==> config.mk <==
export PLATFORM = sky130hd
export DESIGN_NAME = grayscale_pipe
export DESIGN_NICKNAME = d
export VERILOG_FILES = /design/src/rtl/grayscale_pipe.sv
export SDC_FILE = /design/constraint.sdc
export NUM_CORES = 1
export LEC_CHECK = 0
export CAP_MARGIN = 25
export CORE_MARGIN = 2
export CORE_UTILIZATION = 45
export CTS_CLUSTER_SIZE = 20
export DETAILED_ROUTE_END_ITERATION = 10
export GPL_ROUTABILITY_DRIVEN = 0
export HOLD_SLACK_MARGIN = 0.03
export PLACE_DENSITY = 0.74
export SYNTH_ARGS = -nofsm -noshare
export SYNTH_HDL_FRONTEND = slang
export SYNTH_SLANG_ARGS = --single-unit
==> constraint.sdc <==
create_clock -name clock -period 18.39 [get_ports clock]
set_clock_uncertainty 0.15 [all_clocks]
set_input_delay 1.839 -clock clock [delete_from_list [all_inputs] [get_ports clock]]
set_output_delay 1.839 -clock clock [all_outputs]
set_load 0.02 [all_outputs]
==> src/rtl/grayscale_pipe.sv <==
// grayscale_pipe: streaming RGB-to-grayscale converter between two FWFT FIFOs.
// Two register stages (S1 = channel sum/products + mode, OUT = gray value)
// advance together whenever OUT is empty or the output FIFO can accept a write.
//
// Ports:
//   clock, reset     rising-edge clock, synchronous active-high reset
//   mode[1:0]        per-pixel conversion: 0=avg, 1=luma, 2=max, 3=avg
//   fifo_in_*        input FIFO pop/data/empty (rd_en combinational)
//   fifo_out_*       output FIFO push/data/full (wr_en combinational, din registered)
//
// Optional build macro GRAYSCALE_STATS_EN adds pixel_count / stall_count.
module grayscale_pipe #(
  parameter int unsigned CH_WIDTH   = 8,
  parameter int unsigned RESET_MODE = 0
) (
  input  logic                  clock,
  input  logic                  reset,
  input  logic [1:0]            mode,
  output logic                  fifo_in_rd_en,
  input  logic [3*CH_WIDTH-1:0] fifo_in_dout,
  input  logic                  fifo_in_empty,
  output logic                  fifo_out_wr_en,
  output logic [CH_WIDTH-1:0]   fifo_out_din,
  input  logic                  fifo_out_full
`ifdef GRAYSCALE_STATS_EN
  ,
  output logic [31:0]           pixel_count,
  output logic [31:0]           stall_count
`endif
);

  localparam int unsigned PIX_W = 3 * CH_WIDTH;
  localparam int unsigned SUM_W = CH_WIDTH + 2;
  localparam int unsigned VAL_W = CH_WIDTH + 9;

  localparam logic [1:0] MODE_LUMA = 2'd1;
  localparam logic [1:0] MODE_MAX  = 2'd2;

  localparam logic [CH_WIDTH-1:0] CH_MAX = '1;

  logic                s1_valid;
  logic [VAL_W-1:0]    s1_val;
  logic [1:0]          s1_mode;
  logic                out_valid;
  logic                advance;

  logic [CH_WIDTH-1:0] ch_r, ch_g, ch_b, ch_max;
  logic [VAL_W-1:0]    s1_next;
  logic [SUM_W-1:0]    avg_sum, avg_q;
  logic [VAL_W-1:0]    luma_q;
  logic [CH_WIDTH-1:0] gray_next;

  // Pipeline moves only when OUT is free or will be drained this cycle.
  assign advance        = ~out_valid | ~fifo_out_full;
  assign fifo_in_rd_en  = ~fifo_in_empty & advance & ~reset;
  assign fifo_out_wr_en = out_valid & ~fifo_out_full;

  // Stage 1 compute: one shared value register holds sum, weighted sum or max.
  always_comb begin
    ch_r    = fifo_in_dout[PIX_W-1 -: CH_WIDTH];
    ch_g    = fifo_in_dout[2*CH_WIDTH-1 -: CH_WIDTH];
    ch_b    = fifo_in_dout[CH_WIDTH-1:0];
    ch_max  = ch_r;
    s1_next = '0;
    if (ch_g > ch_max) ch_max = ch_g;
    if (ch_b > ch_max) ch_max = ch_b;
    case (mode)
      MODE_LUMA: s1_next = VAL_W'(77)  * VAL_W'(ch_r)
                         + VAL_W'(150) * VAL_W'(ch_g)
                         + VAL_W'(29)  * VAL_W'(ch_b)
                         + VAL_W'(128);
      MODE_MAX:  s1_next = VAL_W'(ch_max);
      default:   s1_next = VAL_W'(SUM_W'(ch_r) + SUM_W'(ch_g) + SUM_W'(ch_b));
    endcase
  end

  // Stage 2 finish: exact divide-by-3 for avg, rounding shift + saturate for luma.
  always_comb begin
    avg_sum   = s1_val[SUM_W-1:0];
    avg_q     = avg_sum / SUM_W'(3);
    luma_q    = s1_val >> 8;
    gray_next = CH_WIDTH'(avg_q);
    case (s1_mode)
      MODE_LUMA: gray_next = (luma_q > VAL_W'(CH_MAX)) ? CH_MAX : CH_WIDTH'(luma_q);
      MODE_MAX:  gray_next = CH_WIDTH'(s1_val);
      default:   gray_next = CH_WIDTH'(avg_q);
    endcase
  end

  // Pipeline registers; both stages hold together on a stall.
  always_ff @(posedge clock) begin
    if (reset) begin
      s1_valid     <= 1'b0;
      s1_val       <= '0;
      s1_mode      <= 2'(RESET_MODE);
      out_valid    <= 1'b0;
      fifo_out_din <= '0;
    end else if (advance) begin
      s1_valid     <= fifo_in_rd_en;
      s1_val       <= s1_next;
      s1_mode      <= mode;
      out_valid    <= s1_valid;
      fifo_out_din <= gray_next;
    end
  end

`ifdef GRAYSCALE_STATS_EN
  // Free-running wrap-around counters of written pixels and stalled cycles.
  always_ff @(posedge clock) begin
    if (reset) begin
      pixel_count <= '0;
      stall_count <= '0;
    end else begin
      if (fifo_out_wr_en)            pixel_count <= pixel_count + 32'd1;
      if (out_valid & fifo_out_full) stall_count <= stall_count + 32'd1;
    end
  end
`endif

endmodule

==> impl_metrics.yaml <==
outcome:
  status: "completed"
floorplanning:
  die_area_mm2: 0.0156
  die_x_um: 125
  coreArea_mm2: 0.0144
  rows: 44
  start_util: 0.456
  num_io_pins: 40
  die_height_um: 125
clocking:
  path_clk_slew_ns: 0.05
  hold_buffers: 0
  htreeDepth: 2
  clk_latency_ns: 0.27
  cts_resized: 0
  cts-root-buf: "clkbuf_16"
  cts_made_buffers: 5
  cts_tree: "built"
  post_cts_buffers: 0
  cts.path.max_buffers: 2
  cts_num_sinks: 29
critical_path:
  arrival_ns: 8.87
  cp-end-kind: "flop"
  rrSetupSlack_ns: 14.70
  setup.worst_path.class: "input pin to flop"
  critPathMaxFanout: 7
  start_kind: "input pin"
  required_ns: 18.44
  reg2reg_depth: 11
global_routing:
  track_usage: 0.195
  grt-ovfl-total: 0
  grt_pass1_vias: 5341
  grt_pass1_wl_um: 25400
  grt_max_degree: 26
  antenna_found_initial: 0
route:
  top_layer: "met4"
  via_per_inst: 5.38
  avgRoutedWirePerCell_um: 15.0
  wl_met2_um: 6860
  met3_length_um: 558
  finalWirelength_um: 14500
  firstDrtPassIters: 4
  via_count: 5220
  drc: 0
  initialDrtViolationCount: 185
  wl_met1_um: 6870
  drtAntennaViolNets: 0
cells_and_area:
  final_layout_size_suffix_gt1_frac: 0.0331
  diodes: 0
  nNetsFinal: 1011
  n_fill_cell: 1365
  final_area_mm2: 0.00724
  area_growth_pct: 9.98
timing:
  post-route-period-util: 0.480
  fin_ws_ns: 9.57
  rsz0062_at_grt: "false"
  tightest_slew_ns: 0.757
  max_freq_mhz: 113
  period_needed_ns: 8.82
  tns_ns: 0
  slew-limit-headroom: 0.494
  hold_violations: 0
  holdWs_ns: 0.299
  setup_viol: 0
  slew_violations: 0
power_and_ir_drop:
  ir_drop_v: 0.000235
  leakagePower_uw: 0.00356
  p_per_area_mw_per_mm2: 195
  total_power_uw: 1410
place:
  placed_cell_area_mm2: 0.00709
  dpl_worst_slack_ns: 9.26
  post-dp-hpwl_um: 12000
  port_buffers: 39
yosys:
  synthTopCellsByCount: "149 x inv_1, 131 x ha_1, 65 x fa_1, 42 x nor2_1"
  synth-seq-cells: 29
  syn_area_mm2: 0.00658
  synth_area_leader_cell: "ha_1"
  ys_warn_count: 0
  ys_top_cells_by_area: "ha_1 25%, fa_1 20%, dfxtp_1 8.8%"
  yosysMostFrequentCell: "inv_1"
  synth_nets: 990
  synth_edf_count: 0
  synth_cell_types: 74
  synth-main-ff-cell: "dfxtp_1"
  synth.top_cell.area_share: 0.249
  async_reset_ff_frac: 0
  ys_seq_area_frac: 0.0882
  syn_area_per_cell_um2: 8.62
  synth_cells: 764
min_path:
  hold_class: "flop to flop"
  holdPathStages: 2
job:
  maxCapViolations: 0
-- critical path: stages --
cell and delay, ns:
clkdlybuf4s50_1 0.68, ha_1 0.30, ha_1 0.27, ha_1 0.27
inv_1 0.05, fa_1 0.49, inv_1 0.04, ha_1 0.30
a21boi_0 0.31, o21ai_0 0.15, a21boi_0 0.26, nor2_1 0.09
ha_1 0.28, inv_1 0.06, fa_1 0.48, fa_1 0.49
inv_1 0.05, fa_1 0.41, ha_1 0.29, ha_1 0.39
a21o_1 0.19, a21o_1 0.19, a2111oi_0 0.53, o31ai_1 0.18
xnor2_1 0.14, o21ai_0 0.13
-- area by class of cell --
cell class	count	area (um^2)	area share
Clock buffer	6	139	0.0192
Multi-Input combinational cell	559	5310	0.734
Tap cell	184	230	0.0318
Sequential cell	29	581	0.0802
Clock inverter	2	13.8	0.00190
Inverter	149	559	0.0773
Timing Repair Buffer	41	405	0.0560
-- per-stage QoR --
stage               utilization  instances
finish                    0.502        970
global route              0.502        970
CTS                       0.502        970
detailed placement        0.491        962
global placement          0.491        962
floorplan                     -        764
-- path summary, 6_finish.rpt --
path | endpoint | startpoint
max | s1_val[16] | fifo_in_dout[11]
min | fifo_out_din[3] | fifo_out_din[3]
max reg2reg | fifo_out_din[1] | s1_val[6]
min reg2reg | fifo_out_din[3] | fifo_out_din[3]
-- metal layers --
| layer | global-route usage | up-vias |
|---|---|---|
| met4 | 0.0392 | 0 |
| met1 | 0.261 | 2449 |
| met2 | 0.338 | 101 |
| met3 | 0.0287 | 18 |
| li1 | - | 2652 |
| met5 | 0 | - |
-- layout by cell type, fill, tap and decap left out, types with 5 or more instances in the layout --
cell,netlist,routed
o21ai_0,30,30
clkbuf_16,0,5
nand3_1,8,8
a221o_1,6,6
nor3_1,9,9
fa_1,65,65
a221oi_1,6,6
inv_1,149,149
o21a_1,16,16
a21o_1,12,12
a21boi_0,7,7
a21oi_1,37,37
xor2_1,5,5
o21bai_1,5,5
nor2_1,42,42
nand3b_1,5,5
nand2b_1,6,6
nand2_1,37,37
xnor2_1,18,18
dfxtp_1,29,29
mux2i_1,16,16
ha_1,131,131
nor2b_1,11,11
clkdlybuf4s50_1,0,39
a211oi_1,14,14
-- cell families (layout without fill, tap and decap cells) --
group                    Yosys count  after routing  share of synthesized area
AO/OA/AOI/OAI                    172            172                      0.182
XOR/XNOR                          23             23                     0.0306
adder cells (fa/ha/maj)          196            196                      0.447
buffers and inverters            176            198                      0.105
flip-flops                        29             29                     0.0882
multiplexers                      20             20                     0.0312
AND/OR/NAND/NOR                  148            148                      0.117
-- where the power goes --
| part | total [uW] | internal [uW] | switching, uW |
|---|---|---|---|
| combinational | 1220 | 544 | 678 |
| sequential | 107 | 79.1 | 27.5 |
| clock | 81.9 | 53.7 | 28.2 |
| total | 1410 | 677 | 734 |
-- state kept, by name, indices dropped and copies added, names as in the netlist --
name / cells
s1_val: 17
fifo_out_din: 8
s1_mode: 2
out_valid: 1
s1_valid: 1
Note: power is estimated with default switching activity, not from simulation.
